**src/rtl/loader_pkg.sv**
```systemverilog
// Shared state encoding and byte-lane constants for the boot program loader.
// LOADER_CHECKSUM_EN adds a trailing XOR checksum byte that is verified before DONE.
package loader_pkg;

  localparam int BYTE_W     = 8;
  localparam int WORD_LANES = 4;
  localparam int WORD_W     = BYTE_W * WORD_LANES;

  typedef enum logic [2:0] {
    IDLE, LEN_LO, LEN_HI, DATA, WRITE, CHECK, DONE, ERROR
  } state_t;

`ifdef LOADER_CHECKSUM_EN
  localparam state_t LOAD_END = CHECK;
`else
  localparam state_t LOAD_END = DONE;
`endif

  function automatic logic [31:0] word_addr(input logic [15:0] idx);
    return {14'd0, idx, 2'b00};
  endfunction

endpackage

```
**src/rtl/program_loader_if.sv**
```systemverilog
// Byte-stream input and program-memory write bus of the program loader.
interface program_loader_if;
  import loader_pkg::*;

  logic [BYTE_W-1:0] Byte_i;
  logic              Byte_Valid_i;
  logic              Byte_Ready_o;
  logic              Mem_Write_o;
  logic [31:0]       Address_o;
  logic [WORD_W-1:0] Write_Data_o;

  modport slave  (input  Byte_i, Byte_Valid_i,
                  output Byte_Ready_o, Mem_Write_o, Address_o, Write_Data_o);
  modport master (output Byte_i, Byte_Valid_i,
                  input  Byte_Ready_o, Mem_Write_o, Address_o, Write_Data_o);

endinterface

```
**src/rtl/program_loader_word_assembler.sv**
```systemverilog
// Packs four accepted bytes little-endian into one word; word_done_o fires
// combinationally with the fourth byte, word_o is valid in that same cycle.
module Word_Assembler
  import loader_pkg::*;
(
  input  logic              clk,
  input  logic              reset,
  input  logic              clear_i,
  input  logic              byte_vld_i,
  input  logic [BYTE_W-1:0] byte_i,
  output logic              word_done_o,
  output logic [WORD_W-1:0] word_o
);

  logic [1:0]        cnt_q, cnt_d;
  logic [WORD_W-1:0] shift_q, shift_d;

  always_comb begin
    cnt_d   = cnt_q;
    shift_d = shift_q;
    if (clear_i) begin
      cnt_d   = '0;
      shift_d = '0;
    end else if (byte_vld_i) begin
      cnt_d   = cnt_q + 2'd1;
      shift_d = {byte_i, shift_q[WORD_W-1:BYTE_W]};
    end
  end

  // Newest byte enters at the top so the first byte ends up in bits 7:0.
  assign word_o      = {byte_i, shift_q[WORD_W-1:BYTE_W]};
  assign word_done_o = byte_vld_i && !clear_i && (cnt_q == 2'(WORD_LANES - 1));

  always_ff @(posedge clk or negedge reset) begin
    if (!reset) begin
      cnt_q   <= '0;
      shift_q <= '0;
    end else begin
      cnt_q   <= cnt_d;
      shift_q <= shift_d;
    end
  end

endmodule

```
**src/rtl/program_loader.sv**
```systemverilog
// Streams a length-prefixed program image into instruction memory while holding the CPU in reset.
// Define LOADER_CHECKSUM_EN to require a trailing XOR checksum byte before DONE.
module program_loader
  import loader_pkg::*;
#(
  parameter int MEMORY_DEPTH = 64
) (
  input  logic             clk,
  input  logic             reset,
  input  logic             Start_i,
  program_loader_if.slave  bus,
  output logic             Cpu_Hold_o,
  output logic             Busy_o,
  output logic             Done_o,
  output logic             Error_o
);

  state_t            state_q, state_d;
  logic [15:0]       len_q, len_d;
  logic [15:0]       idx_q, idx_d;
  logic [31:0]       addr_q, addr_d;
  logic [WORD_W-1:0] wdata_q, wdata_d;
`ifdef LOADER_CHECKSUM_EN
  logic [BYTE_W-1:0] csum_q, csum_d;
`endif

  logic              rdy, acc, start_go, word_done;
  logic [WORD_W-1:0] word;
  logic [15:0]       len_full;

  assign rdy      = (state_q == LEN_LO) || (state_q == LEN_HI) ||
                    (state_q == DATA)   || (state_q == CHECK);
  assign acc      = rdy && bus.Byte_Valid_i;
  assign start_go = Start_i && ((state_q == IDLE) || (state_q == DONE) || (state_q == ERROR));
  assign len_full = {bus.Byte_i, len_q[7:0]};

  Word_Assembler u_asm (
    .clk         (clk),
    .reset       (reset),
    .clear_i     (start_go),
    .byte_vld_i  (acc && (state_q == DATA)),
    .byte_i      (bus.Byte_i),
    .word_done_o (word_done),
    .word_o      (word)
  );

  always_comb begin
    state_d = state_q;
    len_d   = len_q;
    idx_d   = idx_q;
    addr_d  = addr_q;
    wdata_d = wdata_q;
`ifdef LOADER_CHECKSUM_EN
    csum_d  = csum_q;
`endif
    case (state_q)
      IDLE, DONE, ERROR: begin
        if (Start_i) begin
          state_d = LEN_LO;
          len_d   = '0;
          idx_d   = '0;
`ifdef LOADER_CHECKSUM_EN
          csum_d  = '0;
`endif
        end
      end
      LEN_LO: begin
        if (acc) begin
          len_d[7:0] = bus.Byte_i;
          state_d    = LEN_HI;
        end
      end
      LEN_HI: begin
        if (acc) begin
          len_d = len_full;
          if ({16'd0, len_full} > 32'(MEMORY_DEPTH)) state_d = ERROR;
          else if (len_full == 16'd0)                state_d = LOAD_END;
          else                                       state_d = DATA;
        end
      end
      DATA: begin
        if (acc) begin
`ifdef LOADER_CHECKSUM_EN
          csum_d = csum_q ^ bus.Byte_i;
`endif
          if (word_done) begin
            addr_d  = word_addr(idx_q);
            wdata_d = word;
            state_d = WRITE;
          end
        end
      end
      WRITE: begin
        idx_d   = idx_q + 16'd1;
        state_d = (idx_q + 16'd1 == len_q) ? LOAD_END : DATA;
      end
`ifdef LOADER_CHECKSUM_EN
      CHECK: begin
        if (acc) state_d = (bus.Byte_i == csum_q) ? DONE : ERROR;
      end
`endif
      default: state_d = IDLE;
    endcase
  end

  always_ff @(posedge clk or negedge reset) begin
    if (!reset) begin
      state_q <= IDLE;
      len_q   <= '0;
      idx_q   <= '0;
      addr_q  <= '0;
      wdata_q <= '0;
`ifdef LOADER_CHECKSUM_EN
      csum_q  <= '0;
`endif
    end else begin
      state_q <= state_d;
      len_q   <= len_d;
      idx_q   <= idx_d;
      addr_q  <= addr_d;
      wdata_q <= wdata_d;
`ifdef LOADER_CHECKSUM_EN
      csum_q  <= csum_d;
`endif
    end
  end

  assign bus.Byte_Ready_o = rdy;
  assign bus.Mem_Write_o  = (state_q == WRITE);
  assign bus.Address_o    = addr_q;
  assign bus.Write_Data_o = wdata_q;

  // IDLE is only reachable through reset, so the CPU is released solely in DONE.
  assign Cpu_Hold_o = (state_q != DONE);
  assign Busy_o     = !((state_q == IDLE) || (state_q == DONE) || (state_q == ERROR));
  assign Done_o     = (state_q == DONE);
  assign Error_o    = (state_q == ERROR);

endmodule

```
**src/flat_wrapper.sv**
```systemverilog
// flat-port wrapper written by rule: the top's interface ports become plain ports
module program_loader_flat import loader_pkg::*;
#(
  parameter int MEMORY_DEPTH = 64
)
  (clk, reset, Start_i, Cpu_Hold_o, Busy_o, Done_o, Error_o, bus_Byte_i, bus_Byte_Valid_i, bus_Byte_Ready_o, bus_Mem_Write_o, bus_Address_o, bus_Write_Data_o);
  program_loader_if bus_i ();
  input  logic clk;
  input  logic reset;
  input  logic Start_i;
  output logic Cpu_Hold_o;
  output logic Busy_o;
  output logic Done_o;
  output logic Error_o;
  input wire logic [$bits(bus_i.Byte_i)-1:0] bus_Byte_i;
  input wire logic [$bits(bus_i.Byte_Valid_i)-1:0] bus_Byte_Valid_i;
  output wire logic [$bits(bus_i.Byte_Ready_o)-1:0] bus_Byte_Ready_o;
  output wire logic [$bits(bus_i.Mem_Write_o)-1:0] bus_Mem_Write_o;
  output wire logic [$bits(bus_i.Address_o)-1:0] bus_Address_o;
  output wire logic [$bits(bus_i.Write_Data_o)-1:0] bus_Write_Data_o;
  assign bus_i.Byte_i = bus_Byte_i;
  assign bus_i.Byte_Valid_i = bus_Byte_Valid_i;
  assign bus_Byte_Ready_o = bus_i.Byte_Ready_o;
  assign bus_Mem_Write_o = bus_i.Mem_Write_o;
  assign bus_Address_o = bus_i.Address_o;
  assign bus_Write_Data_o = bus_i.Write_Data_o;
  program_loader #(.MEMORY_DEPTH(MEMORY_DEPTH)) u_core (.clk(clk), .reset(reset), .Start_i(Start_i), .bus(bus_i), .Cpu_Hold_o(Cpu_Hold_o), .Busy_o(Busy_o), .Done_o(Done_o), .Error_o(Error_o));
endmodule
```
**config.mk**
```make
export PLATFORM = sky130hd
export DESIGN_NAME = program_loader_flat
export DESIGN_NICKNAME = d
export VERILOG_FILES = /design/src/rtl/loader_pkg.sv /design/src/rtl/program_loader_if.sv /design/src/rtl/program_loader_word_assembler.sv /design/src/rtl/program_loader.sv /design/src/flat_wrapper.sv
export SDC_FILE = /design/constraint.sdc
export NUM_CORES = 1
export LEC_CHECK = 0
export CORE_MARGIN = 2
export CORE_UTILIZATION = 45
export DETAILED_ROUTE_END_ITERATION = 10
export PLACE_DENSITY = 0.68
export SLEW_MARGIN = 15
export SYNTH_ARGS = -nofsm -noshare
export SYNTH_HDL_FRONTEND = slang
export SYNTH_SLANG_ARGS = --single-unit
```
**constraint.sdc**
```tcl
create_clock -name clk -period 3.6 [get_ports clk]
set_input_delay 0.72 -clock clk [delete_from_list [all_inputs] [get_ports clk]]
set_output_delay 0.72 -clock clk [all_outputs]
set_load 0.05 [all_outputs]
```
==> impl_metrics.py <==
metrics = {
    "synthesis": {
        "synthCells": 443,
        "synth-seq-cells": 109,
        "syn_area_per_cell_um2": 11.4,
        "synthDistinctLibCells": 48,
        "synthesis.area_um2": 5050,
        "synth_top_area_share_pct": 54.0,
        "synth_area_leaders": "dfrtp_1, mux2_2, a22o_1, o21ai_0, nand2_1",
        "yosysSeqAreaShare_pct": 54.0,
        "yosysTopAreaCell": "dfrtp_1",
        "yosys_warnings": 0,
    },
    "critical_path": {
        "path_class": "flop to primary output",
        "endpoint_kind": "primary output",
        "cp.required_ns": 2.88,
        "rr_endpoint": "u_core.state_q[0]",
        "ff2ff_path_depth": 6,
        "cp_max_fo": 15,
        "r2r_start": "u_core.idx_q[4]",
        "arrival_ns": 2.52,
        "start_kind": "flop",
        "rrSetupSlack_ns": 1.00,
    },
    "routing": {
        "wl_per_cell_um": 16.2,
        "viasPerCell": 5.53,
        "final_antenna_net_count": 0,
        "dr_total_vias": 3538,
        "firstDrtPassIters": 5,
        "routed_wl_um": 10400,
        "dr.first_iter.drc_count": 220,
        "drc": 0,
    },
    "clock_network": {
        "cts_sinks": 109,
        "clockRootBuffer": "clkbuf_8",
        "cts-buffers-inserted": 9,
        "hold_buffers": 0,
        "cts_setup_buffers": 0,
        "cts_buffer_depth": 2,
        "cts_tree": "done",
        "clkLatencyLatePin_ns": 0.38,
        "ctsResizeCount": 0,
        "path_clk_slew_ns": 0.11,
        "cts-htree-levels": 3,
    },
    "sta": {
        "period_minus_slack_ns": 3.24,
        "setup_tns_ns": 0,
        "fin_skew_ns": 0.0147,
        "relSlewSlack_pct": 46.2,
        "max_freq_mhz": 309,
        "rsz0062_at_grt": "false",
        "setup_viol": 0,
        "worst_slew_pin_slew_ns": 0.801,
        "period_share_pct": 89.9,
        "hold_violations": 0,
        "worst_slack_ns": 0.363,
        "slew_violations": 0,
    },
    "global_routing": {
        "grt_pass1_wl_um": 17400,
        "overflow": 0,
        "grtUsageTotal_pct": 18.5,
        "antenna_found_initial": 0,
        "grt_pass1_vias": 3421,
        "grt_max_degree": 69,
    },
    "floorplanning": {
        "die_area_um2": 12100,
        "coreArea_um2": 10900,
        "die_w_um": 110,
        "fp-row-count": 38,
        "start_util_pct": 46.4,
        "boundaryPins": 82,
        "die_h_um": 110,
    },
    "placed_design": {
        "dp_hpwl_um": 7300,
        "dpl_worst_slack_ns": 0.776,
        "routabilityCongestion": 0.897,
        "numPortBuffers": 65,
    },
    "final_layout": {
        "final_nets": 509,
        "final_cell_mix": "dfrtp_1, clkdlybuf4s50_1, mux2_2",
        "synthToLayoutAreaGrowth_pct": 18.1,
        "final_common_cell": "dfrtp_1",
        "layout-drive-gt1-share_pct": 16.6,
        "antenna_cells": 0,
    },
    "hold_path": {
        "hold_path_class": "primary input to async pin",
    },
    "flow_run": {
        "max_cap_violations": 0,
    },
    "power": {
        "switchingPower_uw": 2090,
        "internal_power_uw": 2700,
        "p_clk_share_pct": 15.8,
        "peakVddDrop_mv": 0.455,
        "leakage_uw": 0.00276,
        "power_frac_comb_pct": 44.2,
        "p_seq_share_pct": 40.0,
        "p_per_area_nw_per_um2": 802,
        "switching_share_pct": 43.6,
    },
    "run_status": {
        "status": "finished, final reports clean",
    },
}
synth_stat cells (all sizes together):
library cell	count
dfrtp	109
mux2	49
nand2	39
o21ai	35
a22o	34
buf	29
clkbuf	17
nor2	17
xnor2	12
a21oi	10
nand4	7
nor4	7
xor2	7
and3	6
inv	6
nand3	6
nor3	6
a31oi	5
nor2b	4
o31ai	4
or4	4
mux2i	3
o211ai	3
ha	2
nand2b	2
nor3b	2
o21a	2
o22ai	2
o41ai	2
or3	2
a21bo	1
a31o	1
a41oi	1
and2	1
and4	1
conb	1
nand4b	1
o22a	1
o311ai	1
xnor3	1
how the worst max path moves through the flow:
stage / start / end / cells after the start
after detailed placement: u_core.state_q[1] / bus_Mem_Write_o / 4
after CTS: u_core.state_q[1] / bus_Mem_Write_o / 4
final: u_core.state_q[1] / bus_Mem_Write_o / 4
after global routing: u_core.state_q[1] / bus_Mem_Write_o / 4
after floorplan: u_core.state_q[2] / Done_o / 4
after global placement: u_core.state_q[1] / bus_Mem_Write_o / 4
metrics by stage:
step | util (%) | instances | cell area [um2] | hold WS, ns | power [uW]
floorplan | - | 458 | 5110 | 0.424 | 3410
global placement | 52.9 | 624 | 5760 | 0.463 | 4020
detailed placement | 52.9 | 624 | 5760 | 0.480 | 4070
CTS | 54.8 | 640 | 5970 | 0.320 | 4830
global route | 54.8 | 640 | 5970 | 0.349 | 5070
finish | 54.8 | 640 | 5970 | 0.312 | 4790
worst max-delay path, cell delays in order, from the launching register on:
cell and delay [ns]:
dfrtp_1 0.53, nor2_1 0.24, nand2_1 0.10, inv_1 0.38
clkdlybuf4s50_1 0.89
sequential cells by signal, indices dropped and copies added (netlist names):
| name | count |
|---|---|
| u_core.bus.Write_Data_o | 32 |
| u_core.u_asm.shift_q | 24 |
| u_core.bus.Address_o | 16 |
| u_core.idx_q | 16 |
| u_core.len_q | 16 |
| u_core.state_q | 3 |
| u_core.u_asm.cnt_q | 2 |
routing by layer:
layer  vias to the layer above  part of all wire [%]  global-route usage (%)
met5                         -                     0                       0
met4                         0                   1.1                    5.42
met3                        12                   4.1                    3.47
met2                        87                    48                    29.0
met1                      1771                    47                    26.2
li1                       1668                     -                       -
kinds of logic after synthesis:
family,count (synthesis),synth area share [%]
xor gates and xnor gates,20,3.74
DFF,109,54.0
muxes,52,11.5
AOI/OAI and AO/OA,102,13.8
and+or+nand+nor,105,11.0
adders and majority gates,2,0.495
buffers and inverters,52,5.42
other,1,0.0742
power by group through the flow:
stage / combinational (uW) / sequential, uW / clock [uW]
floorplan: 1070 / 2340 / 0
global placement: 2090 / 1920 / 0
detailed placement: 2130 / 1940 / 0
CTS: 2130 / 1920 / 779
global route: 2280 / 1980 / 819
finish: 2120 / 1920 / 758
layout make-up:
type / count / area, um2
Fill cell: 953 / 4920
Sequential cell: 109 / 2730
Multi-Input combinational cell: 297 / 2110
Timing Repair Buffer: 72 / 726
Tap cell: 140 / 175
Clock buffer: 9 / 124
Clock inverter: 7 / 83.8
Inverter: 6 / 22.5
(Power assumes the default switching activity.)
